## config.mk

```make
export PLATFORM = sky130hd
export DESIGN_NAME = coasia_modport
export DESIGN_NICKNAME = d
export VERILOG_FILES = /design/src/rtl/coasia_modport.sv
export SDC_FILE = /design/constraint.sdc
export NUM_CORES = 1
export LEC_CHECK = 0
export CAP_MARGIN = 0
export CORE_AREA = 2 2 39 41
export DETAILED_ROUTE_END_ITERATION = 10
export DIE_AREA = 0 0 41 43
export PLACE_DENSITY_LB_ADDON = 0.2
export SLEW_MARGIN = 0
export SYNTH_ARGS = -nofsm -noshare
export SYNTH_HDL_FRONTEND = slang
export SYNTH_SLANG_ARGS = --single-unit
export TNS_END_PERCENT = 100
```

## constraint.sdc

```tcl
create_clock -name clk -period 2.77 [get_ports clk]
set_input_delay 0.554 -clock clk [delete_from_list [all_inputs] [get_ports clk]]
set_output_delay 0.554 -clock clk [all_outputs]
set_load 0.02 [all_outputs]
```

## src/rtl/coasia_modport.sv

```systemverilog
// Slave-side (coa_mp view) eligibility evaluator: scores each application and registers a 2-bit verdict.
// Optional feature: define COASIA_KORE_BONUS_EN to add a 3-point Korean-subject bonus.
module coasia_modport #(
  parameter int PASS_SCORE = 8,
  parameter int QUOTA      = 4
) (
  input  logic       clk,
  input  logic       rst,
  input  logic [2:0] mems,
  input  logic [1:0] lang_cer,
  input  logic       kore_sub,
  output logic [1:0] approval
);

  localparam logic [4:0] PASS_5  = 5'(PASS_SCORE);
  localparam logic [7:0] QUOTA_8 = 8'(QUOTA);

  localparam logic [1:0] V_IDLE     = 2'b00;
  localparam logic [1:0] V_APPROVED = 2'b01;
  localparam logic [1:0] V_REJECTED = 2'b10;
  localparam logic [1:0] V_WAITLIST = 2'b11;

  typedef enum logic {OPEN = 1'b0, FULL = 1'b1} state_t;

  function automatic logic [4:0] calc_score(input logic [2:0] m, input logic [1:0] l,
                                            input logic k);
    logic [4:0] bonus;
`ifdef COASIA_KORE_BONUS_EN
    bonus = k ? 5'd3 : 5'd0;
`else
    bonus = 5'(k & 1'b0);
`endif
    return {2'b00, m} + {2'b00, l, 1'b0} + bonus;
  endfunction

  function automatic logic [7:0] sat_inc(input logic [7:0] c, input logic [7:0] lim);
    return (c >= lim) ? lim : c + 8'd1;
  endfunction

  state_t     state_q, state_d;
  logic [7:0] cnt_q, cnt_d;
  logic [4:0] score_p0;
  logic       app_p0, eligible_p0;
  logic [1:0] verdict_p0;

  assign score_p0    = calc_score(mems, lang_cer, kore_sub);
  assign app_p0      = (mems != 3'd0);
  assign eligible_p0 = app_p0 && (lang_cer != 2'd0) && (score_p0 >= PASS_5);

  // Stage p0 -> registered verdict; reset wins over a same-edge application
  always_ff @(posedge clk) begin
    if (rst) begin
      state_q  <= OPEN;
      cnt_q    <= 8'd0;
      approval <= V_IDLE;
    end else begin
      state_q  <= state_d;
      cnt_q    <= cnt_d;
      approval <= verdict_p0;
    end
  end

  always_comb begin
    state_d = state_q;
    cnt_d   = cnt_q;
    if (eligible_p0 && (state_q == OPEN)) begin
      cnt_d = sat_inc(cnt_q, QUOTA_8);
      if (cnt_d == QUOTA_8) state_d = FULL;
    end
  end

  always_comb begin
    verdict_p0 = V_IDLE;
    if (app_p0) begin
      if (!eligible_p0)         verdict_p0 = V_REJECTED;
      else if (state_q == OPEN) verdict_p0 = V_APPROVED;
      else                      verdict_p0 = V_WAITLIST;
    end
  end

endmodule

```

==> results of run 1 <==
registers in the layout, summed over array words and instances (netlist names):
| name | cells |
|---|---|
| state_q | 1 |
| cnt_q | 8 |
| approval | 2 |
layer usage:
| metal | up-vias | global-route usage, % |
|---|---|---|
| met4 | 0 | 6.00 |
| met1 | 185 | 15.4 |
| met5 | - | 0 |
| li1 | 199 | - |
| met3 | 2 | 4.71 |
| met2 | 8 | 17.5 |
cells by family after synthesis:
group	count (synthesis)	synth area share, %
AOI/OAI and AO/OA	8	15.0
adders and majority gates	4	10.9
buffers and inverters	11	8.08
DFF	11	41.8
and+or+nand+nor	17	24.2
power by group:
part	internal [mW]	leakage (nW)	switching [mW]
clock network	0.0556	0.0150	0.0490
logic	0.0259	0.154	0.0256
registers	0.164	0.0895	0.00314
cells in the mapped netlist, types with 2 or more instances:
master                      n  area share (%)
sky130_fd_sc_hd__dfxtp_1   11              42
sky130_fd_sc_hd__inv_1      8             5.7
sky130_fd_sc_hd__nor3b_1    4             5.7
sky130_fd_sc_hd__ha_1       3             7.1
sky130_fd_sc_hd__a311o_1    2             3.8
sky130_fd_sc_hd__clkbuf_1   2             1.4
sky130_fd_sc_hd__nor3_1     2             1.9
sky130_fd_sc_hd__nor4_1     2             2.4
per-stage QoR:
step,setup WS (ps),instance area (sq um),hold slack (ps),total power [mW],util [%]
finish,576,641,471,0.324,46.3
global route,448,641,484,0.345,46.3
CTS,567,641,476,0.331,46.3
detailed placement,290,614,466,0.223,44.4
global placement,282,614,466,0.223,44.4
floorplan,945,527,457,0.204,-
worst paths after layout:
path / depth (start not counted) / from / slack, ps / endpoint
max reg2reg: 3 / cnt_q[5]$_SDFFE_PP0P_ / 1270 / cnt_q[1]$_SDFFE_PP0P_
min: 1 / cnt_q[3]$_SDFFE_PP0P_ / 470 / cnt_q[3]$_SDFFE_PP0P_
max: 7 / mems[1] / 580 / cnt_q[2]$_SDFFE_PP0P_
min reg2reg: 1 / cnt_q[3]$_SDFFE_PP0P_ / 470 / cnt_q[3]$_SDFFE_PP0P_
layout make-up:
cell class | count | area, sq um | share of cell area (%)
Multi-Input combinational cell | 29 | 264 | 41.2
Sequential cell | 11 | 220 | 34.4
Timing Repair Buffer | 8 | 80.1 | 12.5
Inverter | 8 | 30.0 | 4.69
Clock buffer | 4 | 26.3 | 4.10
Tap cell | 16 | 20.0 | 3.13
==> results, run 1 <==
- The synthesized net count is 63.
- For this design the static power due to leakage is 0.259 nW.
- Setup violations remaining at the end of the flow were counted as 0.
- Hold repair after CTS inserted 0 buffers.
- The average instance in the mapped netlist occupies 10.3 sq um.
- The later pin in the worst-skew pair is clocked with a latency of 260 ps.
- By startpoint and endpoint, the worst setup path is classified as primary input to register.
- The total negative setup slack is 0 ps.
- Among all stages on the critical path, the largest delay is contributed by sky130_fd_sc_hd__clkdlybuf4s50_1.
- The run finished with clean final reports.
- The dominant delay contributor by cell family on the critical path is buffers and inverters.
- The number of buffers inserted during clock tree synthesis is 3.
- The number of diodes is 0.
- The proportion of layout cells with a drive suffix above 1 is 16.7%.
- The final routed DRC violation total is 0.
- The x dimension of the die is 41 um.
- The first-pass GRT wire length is 1.46 mm.
- The non-filler instance count after layout is 76.
- The wire length on met1 is 375 um.
- Of all nets on the critical path, the largest fanout is 7.
- In this run the post-CTS setup repair buffer count came out at 0.
- Entering global routing, the biggest net connects 14 pins.
- The placed wire-length estimate is 619 um.
- Relative to the synthesized area, the layout overhead comes to 21.6%.
- The maximum buffer depth of the clock tree is 2.
- The total count of hold-check failures in the final report is 0.
- The worst IR drop on VDD is 0.212 mV.
- The cell sitting at the root of the clock tree is a sky130_fd_sc_hd__clkbuf_4.
- The congestion estimate from routability-driven global placement came to 0.710.
- The worst setup path is captured at a register.
- The site row count is 14.
- Sequential elements use 41.8% of the synthesized area.
- In this run the number of H-tree levels came out at 1.
- The synthesis-stage register bit count is 11.
- The library cell used most frequently in the layout, excluding fill and tap cells, is sky130_fd_sc_hd__dfxtp_1.
- The critical path contains buffers and inverters numbering 2 combined.
- Detailed routing placed a total of 390 um of wire on met2.
- Across the run, the number of max-cap violations was 0.
- The overall die area is 0.00176 sq mm.
- Counting I/O delays and the setup requirement, the final critical path takes 2190 ps.
- The met3 wire length is 55 um.
- The total global-route track usage is 12.2%.
- The arrival time at the worst endpoint is 2320 ps.
- The TritonCTS clock tree is done.
- Pin placement for this block handled 10 I/O pins.
- The number of DRC markers in iteration 0 is 2.
- The first TritonRoute pass finished after 4 iterations.
- The power density normalized to cell area is 505 mW/mm^2.
- STA classifies the critical path startpoint as a primary input.
- The wire length per cell after detailed routing is 11.0 um.
- The worst path uses 79.2% of the clock period.
- Counting flops with a built-in enable in the synthesized netlist gives 0.
- Of all flip-flops after synthesis, the portion carrying an async set or reset was 0%.
- For the final database, setup skew stands at 0.941 ps.
- The quantity of gates resized following cts is 0.
- Summed over all layers, the routed wires come to 834 um.
- The number of standard cells after synthesis is 51.
- The vertical die dimension is 43 um.
- The library cells used most frequently in the layout, excluding fill and tap cells, are 11 x sky130_fd_sc_hd__dfxtp_1, 8 x sky130_fd_sc_hd__inv_1, 8 x sky130_fd_sc_hd__clkdlybuf4s50_1, 4 x sky130_fd_sc_hd__nor3b_1.
- The signal on the critical path passes through clkdlybuf4s50_1, ha_1, inv_1, fa_1, o21ba_2, and3_1, a211oi_1.
- The achievable frequency is 0.456 GHz.
- The core region is 0.00138 sq mm.
- The headroom to the max-slew limit is 69.3%.
- The initial utilization of the core area, before any placement, comes to 38.1%.
- Clock-pin slew was measured on the worst setup and hold paths at 70 ps.
- The tree built by TritonCTS fans out to 11 sinks.
- The netlist uses 25 different library cells.
- The final layout contains 73 nets.
- For the pin with the worst max-slew slack, the measured transition is 460 ps.
- The count of buffers inserted at the top-level ports is 8.
- Counting tap cells, the placed design contains a total of 72 instances.
- The number of global-route vias before repair is 379.
- At the worst endpoint, the required time is 2900 ps.
- The delay of the slowest critical-path stage is 500 ps.
- The most used flip-flop cell after synthesis is sky130_fd_sc_hd__dfxtp_1.
- The detail-routed via count per cell is 5.18.
- The number of pins with negative max-slew slack in the final report came to 0.
- For this run, the number of Yosys warnings is 0.
- The remaining antenna violation count after routing is 0.
- Setup repair after global routing left no endpoint under its margin.
- The path class of the lowest-slack min-delay path is register to register.
- The total number of vias is 394.
- Summed over all layers, the global routing overflow is 0.
- The cell area after synthesis is 527 sq um.
- The layout has 140 filler cells.
- The initial antenna violation count is 0.
- The top layer reached by signal wires is met4.
(Power assumes the default switching activity.)
==> run 2: changes to the inputs <==
Clock period 2.77 ns to 2.1 ns, I/O delays scaled along.
==> results, run 2 (synthesis results as in run 1) <==
- The total number of vias is 419.
- The number of buffers inserted during clock tree synthesis is 3.
- In this run the static leakage power is 0.302 nW.
- The CTS clock-pin slew for the worst setup and hold paths is 70 ps.
- The total count of hold-check failures in the final report is 0.
- The wire length per cell after detailed routing is 10.6 um.
- The H-tree depth is 1.
- The post-route worst hold slack is 474 ps.
- The classification of the worst setup path is primary input to register.
- The maximum number of pins on one net before global-route repair is 10.
- The total design power is 444 uW.
- The initial antenna violation count was 0.
- The dominant delay contributor by cell family on the critical path is compound AO/OA/AOI/OAI gates.
- For this run, design rule violations remaining after detail routing come to 0.
- The setup skew after layout is 2.31 ps.
- Setup slack on the worst reg-to-reg path comes out at 630 ps.
- The I/O pin count is 10.
- The register with the most flip-flops in the layout has 8 of them.
- The placer congestion estimate is 0.764.
- Once layout is complete, the utilization of the core stands at 51.2%.
- The number of pins with negative max-slew slack in the final report came to 0.
- The category of the worst setup path capture point is a register.
- The quantity of gates resized following cts is 0.
- The largest registers in the layout are cnt_q (8), approval (2), state_q (1).
- Max-cap violations in this run came to 0.
- The arrival time at the worst endpoint is 2120 ps.
- The vertical die dimension is 43 um.
- The overall die area is 0.00176 sq mm.
- The post-layout net count is 82.
- For this run, the detailed router's first-pass iteration total came to 4.
- The tightest min-delay check is of the register to register type.
- Across every metal layer, demand over resource in global routing totals 12.4%.
- The number of buffers and inverters on the critical path is 2.
- Traced cell by cell, the critical path runs through clkdlybuf4s50_1, ha_1, inv_1, fa_1, o21ba_2, nand3_1, o41ai_2.
- Along the worst path, the maximum fanout reaches 4.
- The cell at the root of the clock tree is sky130_fd_sc_hd__clkbuf_4.
- The starting density of the core is 38.1%.
- The first global-routing pass estimated 1.38 mm of wire.
- The clock sink count is 11.
- The count of buffers inserted at the top-level ports is 8.
- The number of global-route vias before repair is 376.
- Static timing analysis puts the maximum clock frequency at 0.514 GHz.
- The headroom to the max-slew limit is 80.8%.
- The worst IR drop on VDD is 0.344 mV.
- The endpoint identified for the worst register-to-register timing path is cnt_q[1]$_SDFFE_PP0P_.
- The total detailed-routing wirelength is 897 um.
- The sum of overflow across all layers after global routing is 0.
- The cell count of the worst hold path is 1.
- The sink of the worst hold path is cnt_q[3]$_SDFFE_PP0P_.
- In the layout the commonest cells are 11 x sky130_fd_sc_hd__dfxtp_1, 9 x sky130_fd_sc_hd__buf_4, 8 x sky130_fd_sc_hd__inv_1, 8 x sky130_fd_sc_hd__clkdlybuf4s50_1, 4 x sky130_fd_sc_hd__nor3b_1.
- STA puts the critical path data required time at 2280 ps.
- The maximum buffer depth of the clock tree is 2.
- The flow ran to the end, and the final reports show no timing, DRC or antenna violations.
- STA classifies the critical path startpoint as a primary input.
- The critical path's slowest cell is sky130_fd_sc_hd__clkdlybuf4s50_1.
- Leaving out fill and tap cells, the most frequent cell in the layout is sky130_fd_sc_hd__dfxtp_1.
- The number of diodes is 0.
- The site row count is 14.
- Compared with the post-synthesis result, the final layout area differs by 34.4%.
- Setup repair after global routing left no endpoint under its margin.
- The worst path in the final design needs a cycle of 1940 ps, including I/O delays and setup.
- The final critical path takes up 92.6% of the cycle.
- The total negative setup slack is 0 ps.
- In this run the most critical hold path is launched from cnt_q[3]$_SDFFE_PP0P_.
- The critical register-to-register path startpoint is cnt_q[5]$_SDFFE_PP0P_.
- The area of the core region is 0.00138 sq mm.
- The transition time at the pin with the least slew margin is 286 ps.
- Setup violations remaining at the end of the flow were counted as 0.
- TritonCTS built the clock tree.
- The depth of the most critical reg-to-reg path is 3.
- Counting flops per register, the top entry is cnt_q.
- For this run, the slowest stage of the critical path takes 490 ps.
- The proportion of layout cells with a drive suffix above 1 is 27.5%.
- The total setup buffers inserted after CTS is 0.
- The detail route stage leaves a number of antenna-violating nets equal to 0.
- The detail-routed via count per cell is 4.93.
- For this block, the initial DRC count from the detailed router was 10.
- The later pin in the worst-skew pair is clocked with a latency of 270 ps.
- The power density normalized to cell area is 627 mW/mm^2.
- For this design, the CTS-stage hold fixing added 0 buffers.
- The placed wire-length estimate is 697 um.
- The x dimension of the die is 41 um.
run 2: cell types whose count changed in the layout (fill, tap and decap cells not counted), sizes merged:
cell / previous run / this run
buf: 0 / 9
run 2: report_power, final:
group          internal, mW  total (mW)  switching [mW]
Combinational        0.0459      0.0822          0.0363
Sequential            0.217       0.220         0.00377
Clock                0.0736       0.142          0.0680
run 2: area by class of cell:
class                      count  area, sq um
fill                         147          676
multi-input combinational     29          264
sequential                    11          220
timing repair buffer          17          148
inverter                       8         30.0
clock buffer                   4         26.3
tap                           16         20.0
run 2: stage by stage:
stage	instances	worst slack (ps)	instance area, sq um
CTS	85	126	708
floorplan	51	409	527
global route	85	34.5	708
global placement	81	-125	682
finish	85	155	708
detailed placement	81	-155	682
run 2: worst max path at each step:
stage                 start               endpoint  slack [ps]  depth (start not counted)
CTS                 mems[1]  cnt_q[1]$_SDFFE_PP0P_         130                          7
detailed placement  mems[1]  cnt_q[1]$_SDFFE_PP0P_        -150                          7
global placement    mems[1]  cnt_q[1]$_SDFFE_PP0P_        -120                          7
floorplan           mems[1]  cnt_q[2]$_SDFFE_PP0P_         410                          7
finish              mems[1]  cnt_q[1]$_SDFFE_PP0P_         160                          7
global route        mems[1]  cnt_q[1]$_SDFFE_PP0P_          30                          7
run 2: layer usage:
metal | share of wire, % | global-route usage [%] | wire [um] | up-vias
met5 | 0 | 0 | 0 | -
met1 | 44 | 13.4 | 391 | 192
met2 | 46 | 18.1 | 410 | 9
met4 | 4.5 | 12.0 | 40 | 0
met3 | 6.1 | 3.14 | 55 | 5
li1 | - | - | - | 213
